## config.mk

```make
export PLATFORM = sky130hd
export DESIGN_NAME = temp_sample_sched
export DESIGN_NICKNAME = d
export VERILOG_FILES = /design/src/rtl/temp_sample_sched.sv
export SDC_FILE = /design/constraint.sdc
export NUM_CORES = 1
export LEC_CHECK = 0
export BUFFER_PORTS_ARGS = -buffer_cell sky130_fd_sc_hd__buf_2
export CORE_MARGIN = 10
export CORE_UTILIZATION = 54
export DETAILED_ROUTE_END_ITERATION = 10
export HOLD_SLACK_MARGIN = 0.12
export PLACE_DENSITY = 0.89
export SYNTH_ARGS = -nofsm -noshare
export SYNTH_HDL_FRONTEND = slang
export SYNTH_SLANG_ARGS = --single-unit
```

## constraint.sdc

```tcl
create_clock -name clk -period 3.5 [get_ports clk]
set_input_delay 0.175 -clock clk [delete_from_list [all_inputs] [get_ports clk]]
set_output_delay 0.175 -clock clk [all_outputs]
set_load 0.005 [all_outputs]
```

## src/rtl/temp_sample_sched.sv

```systemverilog
// Periodic round-robin sensor sampler: one sample per slot is accepted from the
// next eligible source and written into a DEPTH-entry ring buffer.
module temp_sample_sched #(
  parameter int NUM_SRC = 4,
  parameter int DATA_W  = 8,
  parameter int DEPTH   = 8,
  parameter int PERIOD  = 16,
  localparam int AW = $clog2(DEPTH),
  localparam int GW = $clog2(NUM_SRC),
  localparam int TW = $clog2(PERIOD)
) (
  input  logic                      clk,
  input  logic                      reset,
  input  logic                      enable,
  input  logic                      clear_req,
  input  logic [NUM_SRC-1:0]        src_valid,
  input  logic [NUM_SRC*DATA_W-1:0] src_data,
  output logic [NUM_SRC-1:0]        src_ready,
  output logic                      buf_wr,
  output logic [AW-1:0]             buf_addr,
  output logic [DATA_W-1:0]         buf_data,
  output logic                      buf_clear,
  output logic [GW-1:0]             grant_id,
  output logic                      window_done,
  output logic [7:0]                miss_cnt
);

  typedef enum logic [2:0] {S_IDLE, S_WAIT, S_ARB, S_WRITE, S_CLEAR} state_e;

  state_e                           state, state_nx;
  logic [NUM_SRC-1:0][DATA_W-1:0]   src_vec;
  logic [TW-1:0]                    timer;
  logic [AW-1:0]                    wr_ptr;
  logic                             clr_pend;
  logic                             arb_hit;
  logic [GW-1:0]                    arb_id;
  logic [GW-1:0]                    cand;
  int                               idx;
  logic [NUM_SRC-1:0]               ready_nx;
  logic                             wr_nx, clr_nx, done_nx;

  assign src_vec = src_data;

  // Round-robin search starting just past the last granted source.
  always_comb begin
    arb_hit = 1'b0;
    arb_id  = '0;
    idx     = 0;
    cand    = '0;
    for (int k = 1; k <= NUM_SRC; k++) begin
      idx  = (int'(grant_id) + k) % NUM_SRC;
      cand = GW'(idx);
      if (!arb_hit && src_valid[cand]) begin
        arb_hit = 1'b1;
        arb_id  = cand;
      end
    end
  end

  always_ff @(posedge clk or negedge reset)
    if (!reset) state <= S_IDLE;
    else        state <= state_nx;

  always_comb begin
    state_nx = state;
    unique case (state)
      S_IDLE:  if (enable) state_nx = (clear_req || clr_pend) ? S_CLEAR : S_WAIT;
      S_WAIT:  if (clear_req)          state_nx = S_CLEAR;
               else if (!enable)       state_nx = S_IDLE;
               else if (timer <= TW'(1)) state_nx = S_ARB;
      S_ARB:   if (clear_req)          state_nx = S_CLEAR;
               else if (!enable)       state_nx = S_IDLE;
               else if (arb_hit)       state_nx = S_WRITE;
               else                    state_nx = S_WAIT;
      S_WRITE: if (clear_req)          state_nx = S_CLEAR;
               else if (!enable)       state_nx = S_IDLE;
               else                    state_nx = S_WAIT;
      S_CLEAR: if (clear_req)          state_nx = S_CLEAR;
               else if (enable)        state_nx = S_WAIT;
               else                    state_nx = S_IDLE;
      default:                         state_nx = S_IDLE;
    endcase
  end

  // Strobes are decoded one state early so every output leaves a flop.
  always_comb begin
    ready_nx = '0;
    wr_nx    = (state_nx == S_WRITE);
    clr_nx   = (state_nx == S_CLEAR);
    done_nx  = (state == S_WRITE) && (wr_ptr == AW'(DEPTH-1));
    if (wr_nx) ready_nx[arb_id] = 1'b1;
  end

  always_ff @(posedge clk or negedge reset) begin
    if (!reset) begin
      src_ready   <= '0;
      buf_wr      <= 1'b0;
      buf_addr    <= '0;
      buf_data    <= '0;
      buf_clear   <= 1'b0;
      window_done <= 1'b0;
      grant_id    <= GW'(NUM_SRC-1);
      miss_cnt    <= '0;
      wr_ptr      <= '0;
      timer       <= '0;
      clr_pend    <= 1'b0;
    end else begin
      src_ready   <= ready_nx;
      buf_wr      <= wr_nx;
      buf_clear   <= clr_nx;
      window_done <= done_nx;
      if (wr_nx) begin
        buf_data <= src_vec[arb_id];
        buf_addr <= wr_ptr;
        grant_id <= arb_id;
      end
      if (state_nx == S_WAIT && state != S_WAIT) timer <= TW'(PERIOD-1);
      else if (state == S_WAIT)                  timer <= timer - TW'(1);
      if (state == S_ARB && state_nx == S_WAIT && miss_cnt != 8'hFF)
        miss_cnt <= miss_cnt + 8'd1;
      if (state == S_WRITE) wr_ptr <= wr_ptr + AW'(1);
      // A clear wins over the pointer bump of a write completing this cycle.
      if (state_nx == S_CLEAR) begin
        wr_ptr   <= '0;
        miss_cnt <= '0;
        clr_pend <= 1'b0;
      end else if (state == S_IDLE && clear_req) begin
        clr_pend <= 1'b1;
      end
    end
  end

endmodule
```

* Yosys cells after proc, flatten, opt, wreduce, memory -nomap -nowiden *
Cells that the tools add are included.

word-level totals
  bits in registers = 39
  output and inout port bits = 28

cells by class
  $add $sub $neg = 7
  magnitude comparators = 7
  equality and inequality tests = 10
  mux-type cells = 40
  reduce and logical (&&, ||, !) cells = 19

operator list
  cell                                                             number
  two-way mux 3 bit                                                9
  two-way mux 8 bit                                                3
  binary-select mux 8 bit (select 2 bit)                           1
  < comparator 2 x 3 -> 1 bit (second input constant)              5
  two-way mux 1 bit                                                12
  two-way mux 2 bit                                                6
  two-way mux 4 bit                                                3
  one-hot mux 3 bit (4 select lines)                               1
  equality test 3 x 2 -> 1 bit (second input constant)             3
  equality test 3 bit (second input constant)                      3
  logical AND 1 bit                                                9
  adder 8 x 1 -> 8 bit (second input constant)                     1
  binary-select mux 1 bit (select 2 bit)                           4
  inequality test 8 bit (second input constant)                    1
  nonzero test 2 bit                                               4
  equality test 3 x 1 -> 1 bit (second input constant)             2
  adder 2 x 1 -> 2 bit (second input constant)                     2
  adder 2 bit (second input constant)                              2
  less-or-equal comparator 4 x 1 -> 1 bit (second input constant)  1
  subtractor 4 x 1 -> 4 bit (second input constant)                1
  adder 3 x 1 -> 3 bit (second input constant)                     1
  logical NOT 1 bit                                                3
  logical NOT 3 bit                                                1
  inequality test 3 x 1 -> 1 bit (second input constant)           1
  4 further kinds                                                  4

* Depth between registers and ports, before layout *
  depth in word-level cells = 22
  mapped depth = 8

* Worst setup path before layout *
No wires, ideal clock.

  path type = register to register
  start = reg timer[0]
  end = reg miss_cnt[5]
  setup time = 0.132 ns
  arrival time = 1.936 ns
  required time = 3.368 ns
  slack = 1.432 ns
  stages on the path, launching flop included = 9
  path buffers = 0
  period minus slack after synthesis = 2.068 ns
  path through = dfrtp_1 -> inv_1 -> ha_1 -> or2_2 -> a32oi_4 -> o221ai_4 -> nor4_1 -> xnor2_1 -> nor2_1

on the way
  longest elaborated chain between the ends = 9
  elaborated cells between the ends (all ways) = 11

RTL lines
  what                                         line  source
  from (decl)                                  32    logic [TW-1:0] timer;
  from (signal assigned)                       117   if (state_nx == S_WAIT && state != S_WAIT) timer <= TW'(PERIOD-1);
  from (signal assigned)                       118   else if (state == S_WAIT) timer <= timer - TW'(1);
  less-or-equal comparator 4 x 1 -> 1 bit (*)  70    else if (timer <= TW'(1)) state_nx = S_ARB;
  two-way mux 3 bit (*)                        70
  two-way mux 3 bit (*)                        69    else if (!enable) state_nx = S_IDLE;
  two-way mux 3 bit (*)                        68    S_WAIT: if (clear_req) state_nx = S_CLEAR;
  one-hot mux 3 bit (4 select lines) (*)       66    unique case (state)
  equality test 3 x 1 -> 1 bit                 119   if (state == S_ARB && state_nx == S_WAIT && miss_cnt != 8'hFF)
  logical AND 1 bit (2 in series)              119
  nonzero test 2 bit (no source line)          --
  to (signal assigned)                         120   miss_cnt <= miss_cnt + 8'd1;
  to (decl)                                    25    output logic [7:0] miss_cnt

Mark *: on every way between the ends. The rest lies on a longest branch, timed or not.
A chain may end at the register's enable or synchronous reset.

* Worst setup path after layout *
  start = reg timer[0]
  end = reg miss_cnt[7]

Same word-level chain as after synthesis.

==> results.txt <==
----------------------------------------------------
[Setup path]
  CP Buf/Inv Count ... 1
  Master of the slowest instance on the critical path ... nor4_1
  Cell family contributing the most delay on the critical path ... simple AND/OR/NAND/NOR gates
  Setup slack on the worst flop-to-flop path ... around 1.1 ns
  Critical path class ... register to register
  Largest stage delay on the critical path ... 0.48 ns
  Crit-path max FO ... 10
  Reg-to-Reg Start ... timer[0]
  Crit-path cells ... inv_1 > ha_1 > or2_2 > a32oi_4 > o221ai_4 > nor4_1 > xnor2_1 > nor2_1
  Startpoint of the worst setup timing path ... timer[0]
  Depth of the worst register-to-register path ... 8
  Instance count on the critical path ... 8
  Critical path capture point type ... register
  Critical Path Start Type ... register
  Required time at the worst-slack endpoint ... ~3.7 ns
  Worst r2r dst ... miss_cnt[7]
  Worst path arrival time ... 2.55 ns
  CP endpoint ... miss_cnt[7]

[Power]
  Switching power share of the total ... a little over a quarter
  Switching power ... approximately 0.25 mW
  Total power divided by cell area ... 373 mW/mm²
  IR Drop Worst-Case VDD ... between 0.0003 and 0.0004 V
  Relative contribution of sequential cells to total power ... 51.9%
  Fraction of power consumed by combinational cells ... between 15 and 20%
  Leakage power of the design ... between 1 and 1.5 nW
  Internal power summed over all cells ... around 0.7 mW
  Part of the power in the clock network ... 32.5%

[GRT]
  Global-route wire length before repair ... roughly 7600 µm
  Number of antenna violations at the first check in global routing ... 0
  Global Route Usage Sum ... roughly 14%
  Via count of the first global-routing pass ... about 1.7k
  Gr ovfl total ... 0
  Pin count of the biggest net entering global routing ... 40

[STA]
  Total negative slack ... 0 ns
  Number of endpoints failing setup at the final stage ... 0
  Clock tree skew after final layout ... approximately 0.0044 ns
  Number of endpoints with negative hold slack in the final report ... 0
  Share of the clock period used by the worst path after layout ... between 60 and 70%
  Setup slack of the critical path after layout ... 1.10 ns
  Worst Max-Slew Pin Slew ... 1.06 ns
  Unrepaired setup endpoints after global routing ... no
  Pins Over Slew Limit ... 0
  Relative max-transition margin ... ~30%
  Achievable frequency ... about 0.42 GHz
  Min cycle time layout ... between 2 and 2.5 ns

[Placed design]
  Setup slack at placement ... 1.10 ns
  Placed instance area ... roughly 0.0024 mm²
  Post-detailed-placement half-perimeter wirelength ... 3650 µm
  Port bufs ... 67
  Routability congestion estimate ... about 0.81
  Number of instances in the placed design ... 315

[CTS]
  Clock latency at the later pin of the worst-skew pair ... approximately 0.29 ns
  CTS max path bufs ... 2
  CTS HTree Levels ... 2
  Clock-pin transition on the worst setup and hold timing paths ... roughly 0.070 ns
  Clock sink count ... 39
  Clock tree from TritonCTS ... done
  Root Buffer Master ... clkbuf_8
  Cts bufs inserted ... 5

[Drt]
  Total routed wirelength ... between 4000 and 5000 µm
  Total vias in the final route ... 1735
  Initial DRT Pass Iterations ... 4
  DRT iter0 DRCs ... 51
  Drt drc ... 0
  Average vias per placed instance ... 5.37
  Post-DR wirelength/cell ... about 15 µm
  Antenna-violating nets left ... 0

[Min path]
  Hold crit path type ... input pin to register

[Floorplanning]
  Vert. Die Dim ... ~82 µm
  Row cnt ... 22
  Number of top-level design ports ... a little under 70
  Core area ... 0.00366 mm²
  DIE WIDTH ... slightly above 80 µm
  Initial core utilization ... 56.1%
  Die Outline Area ... 0.00667 mm²

[Synth]
  Syn Area/Cell ... about 10 µm²
  Fraction of registers with async set or reset after synthesis ... 100%
  Synthesized netlist cell count ... approximately 210
  Area of the mapped netlist ... around 0.0021 mm²
  Biggest area consumer among synthesized cells ... dfrtp_1
  Fraction of post-synthesis cell area in the top cell type by area ... 45.1%
  Register area share after synthesis ... 47.6%
  Number of storage elements in the synthesis netlist ... 39
  Ranking of synthesized cells by area ... dfrtp_1 (45%), mux2i_1 (7.8%), nand2_1 (5.8%)
  Synthesis Warnings ... 0
  Post-synth EDFFs ... 0
  Count of distinct cell types in the synthesized netlist ... between 40 and 50
  Synth Net Count ... 251
  Top flip-flop cell by instance count after synthesis ... dfrtp_1

[Final layout]
  # nets final ... 320
  Sequential cell area ... approximately 980 µm²
  Filler cell count ... 300
  Antenna cell count ... 0
  Layout Cells excl Fill ... between 300 and 400
  Proportion of layout cells with a drive suffix above 1 ... between 30% and 40%
  Area growth, synth to finish ... 22.9%
  Final Instance Area ... 0.00252 mm²
  Area used by multi-input combinational logic ... about 0.0010 mm²
  Most frequent cells in the layout ... buf_2 (67), dfrtp_1 (37), nand2_1 (32)
  Most common cell after layout, fill and taps aside ... buf_2

[Run status]
  Result of the run ... finished clean

[Job]
  Reported max-cap violation count ... 0

----------------------------------------------------
==> cell type report <==
type / instances / area share (%)
clock buffer: 6 / 3.27
clock inverter: 1 / 0.198
inverter: 7 / 1.04
multi-input combinational: 153 / 40.4
sequential: 39 / 38.8
tap: 48 / 2.38
timing repair buffer: 69 / 14.0
==> tightest hold or removal path, stage by stage <==
cell and delay [ns]:
buf_2 0.12, nand2_1 0.05, a22oi_1 0.07
==> routing by layer <==
layer  GRT usage, %  vias to the layer above  share of wire (%)
met1           17.3                      816                 40
li1               -                      864                  -
met4           3.57                        0               0.92
met5              0                        -                  0
met2           23.2                       49                 50
met3           6.11                        6                8.8
==> logic make-up (layout without fill, tap and decap cells) <==
| logic type | count (synthesis) | in the layout | synth area share, % |
|---|---|---|---|
| simple gates | 83 | 83 | 19.1 |
| buf+inv | 14 | 83 | 2.74 |
| xor+xnor | 8 | 8 | 3.41 |
| compound gates | 39 | 39 | 15.2 |
| mux | 18 | 18 | 8.89 |
| flops | 39 | 39 | 47.6 |
| fa+ha+maj | 5 | 5 | 3.05 |
==> worst min-delay path by stage <==
stage,start,end,cells after the start
3_5_place_dp,reset,miss_cnt[3],1
4_1_cts,clear_req,clr_pend,3
5_1_grt,src_data[16],buf_data[0],3
2_1_floorplan,reset,buf_addr[0],0
3_3_place_gp,reset,miss_cnt[3],1
6_report,clear_req,clr_pend,3
==> per-stage QoR <==
step | hold slack [ns] | util, % | power [mW]
floorplan | -0.121 | - | 0.591
global placement | 0.319 | 66.3 | 0.640
detailed placement | 0.332 | 66.3 | 0.646
CTS | 0.162 | 69.0 | 0.947
global route | 0.195 | 69.0 | 0.992
finish | 0.162 | 69.0 | 0.943
==> sequential cells by signal (all words and copies together), names as in the netlist <==
signal,count
window_done,1
miss_cnt,8
buf_wr,1
buf_addr,3
buf_clear,1
grant_id,2
src_ready,4
state,3
wr_ptr,3
buf_data,8
timer,4
clr_pend,1
==> synth_stat cells (all sizes together), types with 4 or more instances <==
| cell type | n |
|---|---|
| o21ai | 9 |
| nand2b | 7 |
| nand3 | 6 |
| mux2i | 16 |
| nor2 | 17 |
| dfrtp | 37 |
| clkbuf | 4 |
| nor3 | 5 |
| o221ai | 6 |
| inv | 6 |
| ha | 5 |
| nand2 | 32 |
| xnor2 | 7 |
| nor2b | 5 |
| a21oi | 5 |
==> power groups by stage <==
stage	logic, mW	clock network (mW)	registers [mW]
after global placement	0.144	0	0.496
after detailed placement	0.148	0	0.497
after floorplan	0.103	0	0.488
after CTS	0.149	0.310	0.488
after global routing	0.168	0.331	0.492
final	0.148	0.306	0.489
==> repair_timing <==
action	4_1_cts	5_1_grt
hold buffers	1	0
buffers inserted	0	0
resized for setup	0	0
endpoints found under the hold margin	37	0
(Power assumes the default switching activity.)
